$ cat src/rtl/i2c_slave_regfile.sv
`default_nettype none
// ============================================================================
// Module   : i2c_slave_regfile
// Purpose  : I2C target with an 8-bit register file, auto-incrementing
//            pointer, optional clock stretching after every ACK bit.
// Revision : 1.0 - initial release
// ============================================================================
module i2c_slave_regfile #(
    parameter logic [6:0] SLAVE_ADDR     = 7'h22,
    parameter int         MEM_DEPTH      = 16,
    parameter int         STRETCH_CYCLES = 0,
    localparam int        c_pw           = (MEM_DEPTH > 1) ? $clog2(MEM_DEPTH) : 1
) (
    input  logic            clk_i,
    input  logic            rst_i,
    input  logic            scl_i,
    input  logic            sda_i,
    output logic            scl_o,
    output logic            sda_o,
    output logic            mem_wr_o,
    output logic [c_pw-1:0] mem_addr_o,
    output logic [7:0]      mem_data_o,
    output logic            busy_o
);

    localparam logic [3:0] c_st_idle      = 4'd0;
    localparam logic [3:0] c_st_addr      = 4'd1;
    localparam logic [3:0] c_st_addr_ack  = 4'd2;
    localparam logic [3:0] c_st_ptr       = 4'd3;
    localparam logic [3:0] c_st_ptr_ack   = 4'd4;
    localparam logic [3:0] c_st_wdata     = 4'd5;
    localparam logic [3:0] c_st_wdata_ack = 4'd6;
    localparam logic [3:0] c_st_rdata     = 4'd7;
    localparam logic [3:0] c_st_rdata_ack = 4'd8;
    localparam logic [3:0] c_st_ignore    = 4'd9;

    logic [1:0]      r_scl_sync;
    logic [1:0]      r_sda_sync;
    logic            r_scl_q;
    logic            r_sda_q;
    logic [3:0]      r_state;
    logic [3:0]      w_next_state;
    logic [3:0]      r_bit_cnt;
    logic [7:0]      r_shift;
    logic [c_pw-1:0] r_ptr;
    logic [7:0]      r_mem [MEM_DEPTH];
    logic            r_sda_o;
    logic            r_mack;
    logic            r_mem_wr;
    logic [c_pw-1:0] r_mem_addr;
    logic [7:0]      r_mem_data;

    logic            w_scl;
    logic            w_sda;
    logic            w_scl_rise;
    logic            w_scl_fall;
    logic            w_start;
    logic            w_stop;
    logic            w_byte_done_fall;
    logic            w_addr_match;
    logic [7:0]      w_byte_in;
    logic [7:0]      w_rd_byte;

    // Two-flop synchronisers plus one history flop for edge/event detection
    always_ff @(posedge clk_i) begin
        if (rst_i) begin
            r_scl_sync <= 2'b11;
            r_sda_sync <= 2'b11;
            r_scl_q    <= 1'b1;
            r_sda_q    <= 1'b1;
        end else begin
            r_scl_sync <= {r_scl_sync[0], scl_i};
            r_sda_sync <= {r_sda_sync[0], sda_i};
            r_scl_q    <= r_scl_sync[1];
            r_sda_q    <= r_sda_sync[1];
        end
    end

    assign w_scl            = r_scl_sync[1];
    assign w_sda            = r_sda_sync[1];
    assign w_scl_rise       = w_scl & ~r_scl_q;
    assign w_scl_fall       = ~w_scl & r_scl_q;
    assign w_start          = w_scl & r_scl_q & ~w_sda & r_sda_q;
    assign w_stop           = w_scl & r_scl_q & w_sda & ~r_sda_q;
    assign w_byte_done_fall = w_scl_fall & (r_bit_cnt == 4'd8);
    assign w_addr_match     = (r_shift[7:1] == SLAVE_ADDR);
    assign w_byte_in        = {r_shift[6:0], w_sda};
    assign w_rd_byte        = r_mem[r_ptr];

    always_ff @(posedge clk_i) begin
        if (rst_i) begin
            r_state <= c_st_idle;
        end else begin
            r_state <= w_next_state;
        end
    end

    // START/STOP win over every byte-level transition
    always_comb begin
        w_next_state = r_state;
        if (w_start) begin
            w_next_state = c_st_addr;
        end else if (w_stop) begin
            w_next_state = c_st_idle;
        end else begin
            case (r_state)
                c_st_addr: begin
                    if (w_byte_done_fall) begin
                        w_next_state = w_addr_match ? c_st_addr_ack : c_st_ignore;
                    end
                end
                c_st_addr_ack: begin
                    if (w_scl_fall) begin
                        w_next_state = r_shift[0] ? c_st_rdata : c_st_ptr;
                    end
                end
                c_st_ptr: begin
                    if (w_byte_done_fall) w_next_state = c_st_ptr_ack;
                end
                c_st_ptr_ack: begin
                    if (w_scl_fall) w_next_state = c_st_wdata;
                end
                c_st_wdata: begin
                    if (w_byte_done_fall) w_next_state = c_st_wdata_ack;
                end
                c_st_wdata_ack: begin
                    if (w_scl_fall) w_next_state = c_st_wdata;
                end
                c_st_rdata: begin
                    if (w_byte_done_fall) w_next_state = c_st_rdata_ack;
                end
                c_st_rdata_ack: begin
                    if (w_scl_fall) begin
                        w_next_state = r_mack ? c_st_rdata : c_st_ignore;
                    end
                end
                default: w_next_state = r_state;
            endcase
        end
    end

    always_comb begin
        busy_o = 1'b0;
        case (r_state)
            c_st_addr_ack, c_st_ptr, c_st_ptr_ack, c_st_wdata,
            c_st_wdata_ack, c_st_rdata, c_st_rdata_ack: busy_o = 1'b1;
            default: busy_o = 1'b0;
        endcase
    end

    always_ff @(posedge clk_i) begin
        if (rst_i) begin
            r_bit_cnt  <= '0;
            r_shift    <= '0;
            r_ptr      <= '0;
            r_sda_o    <= 1'b1;
            r_mack     <= 1'b0;
            r_mem_wr   <= 1'b0;
            r_mem_addr <= '0;
            r_mem_data <= '0;
            r_mem      <= '{default: 8'h00};
        end else begin
            r_mem_wr <= 1'b0;
            if (w_start || w_stop) begin
                r_bit_cnt <= '0;
                r_sda_o   <= 1'b1;
            end else begin
                case (r_state)
                    c_st_addr, c_st_ptr, c_st_wdata: begin
                        if (w_scl_rise && (r_bit_cnt < 4'd8)) begin
                            r_shift   <= w_byte_in;
                            r_bit_cnt <= r_bit_cnt + 4'd1;
                            // Eighth data bit: commit pointer or register now
                            if (r_bit_cnt == 4'd7) begin
                                if (r_state == c_st_ptr) begin
                                    r_ptr <= w_byte_in[c_pw-1:0];
                                end else if (r_state == c_st_wdata) begin
                                    r_mem[r_ptr] <= w_byte_in;
                                    r_mem_wr     <= 1'b1;
                                    r_mem_addr   <= r_ptr;
                                    r_mem_data   <= w_byte_in;
                                    r_ptr        <= r_ptr + c_pw'(1);
                                end
                            end
                        end else if (w_byte_done_fall) begin
                            r_bit_cnt <= '0;
                            r_sda_o   <= (r_state == c_st_addr) ? ~w_addr_match : 1'b0;
                        end
                    end
                    c_st_addr_ack, c_st_ptr_ack, c_st_wdata_ack: begin
                        if (w_scl_fall) begin
                            if ((r_state == c_st_addr_ack) && r_shift[0]) begin
                                r_shift <= w_rd_byte;
                                r_sda_o <= w_rd_byte[7];
                            end else begin
                                r_sda_o <= 1'b1;
                            end
                        end
                    end
                    c_st_rdata: begin
                        if (w_scl_rise && (r_bit_cnt < 4'd8)) begin
                            r_bit_cnt <= r_bit_cnt + 4'd1;
                        end else if (w_scl_fall && (r_bit_cnt != 4'd0)) begin
                            if (r_bit_cnt == 4'd8) begin
                                r_bit_cnt <= '0;
                                r_sda_o   <= 1'b1;
                                r_ptr     <= r_ptr + c_pw'(1);
                            end else begin
                                r_shift <= {r_shift[6:0], 1'b0};
                                r_sda_o <= r_shift[6];
                            end
                        end
                    end
                    c_st_rdata_ack: begin
                        if (w_scl_rise) begin
                            r_mack <= ~w_sda;
                        end else if (w_scl_fall) begin
                            if (r_mack) begin
                                r_shift <= w_rd_byte;
                                r_sda_o <= w_rd_byte[7];
                            end else begin
                                r_sda_o <= 1'b1;
                            end
                        end
                    end
                    default: r_sda_o <= 1'b1;
                endcase
            end
        end
    end

    assign sda_o      = r_sda_o;
    assign mem_wr_o   = r_mem_wr;
    assign mem_addr_o = r_mem_addr;
    assign mem_data_o = r_mem_data;

    generate
        if (STRETCH_CYCLES > 0) begin : g_stretch
            localparam int c_cw = $clog2(STRETCH_CYCLES + 1);
            logic [c_cw-1:0] r_cnt;
            logic            r_scl;
            logic            w_ack_end;

            // The falling SCL edge that closes any ACK bit starts the hold
            assign w_ack_end = w_scl_fall &
                               ((r_state == c_st_addr_ack) || (r_state == c_st_ptr_ack) ||
                                (r_state == c_st_wdata_ack) || (r_state == c_st_rdata_ack));

            always_ff @(posedge clk_i) begin
                if (rst_i) begin
                    r_cnt <= '0;
                    r_scl <= 1'b1;
                end else if (w_ack_end) begin
                    r_cnt <= c_cw'(STRETCH_CYCLES);
                    r_scl <= 1'b0;
                end else if (r_cnt != '0) begin
                    r_cnt <= r_cnt - c_cw'(1);
                    if (r_cnt == c_cw'(1)) r_scl <= 1'b1;
                end
            end

            assign scl_o = r_scl;
        end else begin : g_no_stretch
            assign scl_o = 1'b1;
        end
    endgenerate

endmodule
`default_nettype wire
$ cat config.mk
export PLATFORM = sky130hd
export DESIGN_NAME = i2c_slave_regfile
export DESIGN_NICKNAME = d
export VERILOG_FILES = /design/src/rtl/i2c_slave_regfile.sv
export SDC_FILE = /design/constraint.sdc
export NUM_CORES = 1
export LEC_CHECK = 0
export CAP_MARGIN = 0
export CELL_PAD_IN_SITES_DETAIL_PLACEMENT = 0
export CELL_PAD_IN_SITES_GLOBAL_PLACEMENT = 1
export CORE_UTILIZATION = 50
export CTS_CLUSTER_SIZE = 25
export DETAILED_ROUTE_END_ITERATION = 6
export GPL_TIMING_DRIVEN = 0
export PLACE_DENSITY = 0.89
export RECOVER_POWER = 100
export REMOVE_ABC_BUFFERS = 1
export SLEW_MARGIN = 40
export SYNTH_ARGS = -nofsm -noshare
export SYNTH_HDL_FRONTEND = slang
export SYNTH_SLANG_ARGS = --single-unit
$ cat constraint.sdc
create_clock -name clk_i -period 2.7 [get_ports clk_i]
set_input_delay 0.27 -clock clk_i [delete_from_list [all_inputs] [get_ports clk_i]]
set_output_delay 0.27 -clock clk_i [all_outputs]
set_load 0.02 [all_outputs]
==> results.md <==
* Outcome: completed
* GP Congestion at 0.849
* Distinct cells, synth at 68
* Vias at 5680
* Slowest CP cell: clkdlybuf4s50_1
* Filler cell count at 1423
* Period minus WS final at 2.58 ns
* Hold Crit Class: in -> reg
* Gate Count Post-Synth at 775
* Residual DRC at 0
* Clock Sinks at 169
* Critical path, cell by cell: or4b_4 > o21ai_0 > clkdlybuf4s50_1
* Post-synthesis sequential area ratio at 41.0%
* Worst setup SP type: register
* Fin cells at 966
* P_leak at 2.81 nW
* Die area at 17000 µm²
* Seq cells post-synth at 169
* Syn Std Cell Area at 8250 µm²
* Number of global-route vias before repair at 5368
* Die X at 130 µm
* Final total negative setup slack at 0 ns
* Initial Utilization at 51.5%
* Final worst path period share at 95.7%
* Skew-Pair Late Insertion Delay at 0.43 ns
* CTS tree: done
* Yosys Warn Count at 0
* Grt peak-use layer: met2
* Slew @ Worst Pin at 0.900 ns
* Core area at 16000 µm²
* Row cnt at 46
* Area delta synth->final at 4.93%
* Maxcap violations at 0
* Clock Pin Slew Worst Setup and Hold Paths at 0.06 ns
* Iter 0 DRT Violations at 434
* Max IR drop VDD at 0.000431 V
* Initial antenna violation count at 0
* Relative slew slack at 39.4%
* H-Tree Level Count at 4
* GR Layer Usage met3 at 4.07%
* Total GRT Usage at 23.1%
* Vias per cell at 5.88
* WL per Instance at 19.1 µm
* RSZ-0062 raised after global routing: no
* Critical path endpoint category: primary output
* Proportion of layout cells with a drive suffix above 1 at 15.9%
* M1 GR Usage at 28.7%
* Synth Flop Type: dfxtp_1
* CTS root buf: clkbuf_16
* Crit-path max FO at 17
* Die Ht at 130 µm
* Crit Path Class: reg -> out
* Global-route wire length before repair at 29200 µm
* Synthesized area per cell at 10.6 µm²
* Max-slew violation count at 0
* Final Setup Violations at 0
* CTS Buffer Depth at 2
* Post-synthesis async set-or-reset flop share at 0%
* CP peak stage delay at 0.64 ns
* Hold slack at 0.202 ns
* Clk_skew at 0.0101 ns
* I/O pin count at 20
* Routed Antenna Nets at 0
* N_diodes at 0
* Power density cells at 564 nW/µm²
* Largest net degree at the start of global routing at 103
* Met2 Use GR at 39.5%
* Most frequent cells in the layout: 161 x dfxtp_1, 155 x nor2_1, 149 x mux2i_1
* Crit path DAT at 2.31 ns
* Placed cell count at 936
* Detailed Routing Iterations Pass 1 at 4
* # port buffers at 18
* Grt total ovfl at 0
* TritonCTS Buffers at 17
* Hold Vio Cnt, Final at 0
* Post-synth EDFFs at 0
* Most common cell after layout, fill and taps aside: dfxtp_1
* Drt total wl at 18400 µm
* Fmax at 387 MHz
* Hpwl dp at 11800 µm
* Worst EP required at 2.43 ns
* Nets at 749
## through the flow
stage | total power [W] | instance area, µm² | utilization, % | worst slack [ns]
final | 0.00488 | 8650 | 54.1 | 0.115
after global routing | 0.00504 | 8650 | 54.1 | 0.0319
after CTS | 0.00491 | 8730 | 54.6 | 0.0911
after detailed placement | 0.00276 | 8210 | 51.3 | 0.118
after global placement | 0.00275 | 8100 | 50.6 | -3.36
after floorplan | 0.00267 | 7640 | - | -0.0552
## cell families (layout without fill, tap and decap cells)
kind of cell,count (synthesis),in the layout,synth area share [%]
AND/OR/NAND/NOR,248,248,15.2
multiplexers,184,184,27.6
flip-flops,169,169,41.0
buffers and inverters,89,64,7.75
AO/OA/AOI/OAI,76,76,7.25
adder cells (fa/ha/maj),6,6,0.910
XOR/XNOR,2,2,0.212
other,1,1,0.0455
## state kept, by name, indices dropped and copies added, names as in the netlist, 2 cells and up
register and cells:
r_sda_sync 2, r_state 4, r_bit_cnt 4, r_shift 8, r_scl_sync 2, r_ptr 4, r_mem 128, mem_data_o 8
mem_addr_o 4
## cells in the mapped netlist (4+ instances only)
| library cell | instances | area [µm²] |
|---|---|---|
| or2_2 | 8 | 50.1 |
| mux4_2 | 35 | 788 |
| a31oi_1 | 9 | 56.3 |
| buf_4 | 8 | 60.1 |
| a21oi_1 | 11 | 55.1 |
| a211oi_1 | 5 | 37.5 |
| dfxtp_1 | 169 | 3380 |
| ha_1 | 6 | 75.1 |
| nor3_1 | 5 | 25.0 |
| a311oi_2 | 5 | 75.1 |
| buf_12 | 6 | 120 |
| nand2_1 | 22 | 82.6 |
| buf_6 | 5 | 56.3 |
| a22oi_1 | 4 | 30.0 |
| clkbuf_1 | 26 | 97.6 |
| inv_1 | 9 | 33.8 |
| o21ai_0 | 14 | 70.1 |
| nor2b_1 | 5 | 31.3 |
| buf_2 | 22 | 110 |
| and3_4 | 17 | 191 |
| buf_8 | 10 | 150 |
| nor2_1 | 155 | 582 |
| mux2i_1 | 149 | 1490 |
| nand2b_1 | 6 | 37.5 |
## layout make-up
cell class,count,area (µm²),area share (%)
Multi-Input combinational cell,517,4150,47.9
Clock inverter,9,51.3,0.593
Timing Repair Buffer,24,277,3.20
Clock buffer,21,470,5.44
Tap cell,216,270,3.12
Sequential cell,169,3400,39.3
Inverter,10,37.5,0.434
## final timing paths
check                                         startpoint                       end  slack (ns)  depth (start not counted)
worst max register to register  r_scl_sync[1]$_SDFF_PP1_   r_mem[107]$_SDFFE_PP0P_        0.18                          6
worst min register to register  r_sda_sync[0]$_SDFF_PP1_  r_sda_sync[1]$_SDFF_PP1_        0.41                          1
worst min-delay path                               rst_i    r_mem[61]$_SDFFE_PP0P_        0.20                          2
worst max-delay path             r_state[2]$_SDFFE_PP0P_                    busy_o        0.12                          3
## metal layers
| layer | routed length, µm | up-vias |
|---|---|---|
| li1 | - | 2664 |
| met1 | 7930 | 2847 |
| met2 | 9230 | 138 |
| met3 | 802 | 31 |
| met4 | 466 | 0 |
| met5 | 0 | - |
## critical path, delay by kind of cell, from the launching register on
kind	cells	cell delay, ns
DFF	1	0.50
AOI/OAI and AO/OA	1	0.12
and+or+nand+nor	1	0.62
buffers and inverters	1	0.64
## power breakdown
group	internal (W)	switching (W)	leakage, nW	total (W)
Combinational	0.0000457	0.0000856	1.18	0.000131
Clock	0.00123	0.000948	0.264	0.00217
Sequential	0.00251	0.0000661	1.37	0.00257
## repair_timing
action / CTS / global route
hold buffers: 0 / 0
setup endpoints to repair: 0 / 2
buffers inserted: 0 / 0
gates resized for setup: 0 / 1
Note: power is estimated with default switching activity, not from simulation.
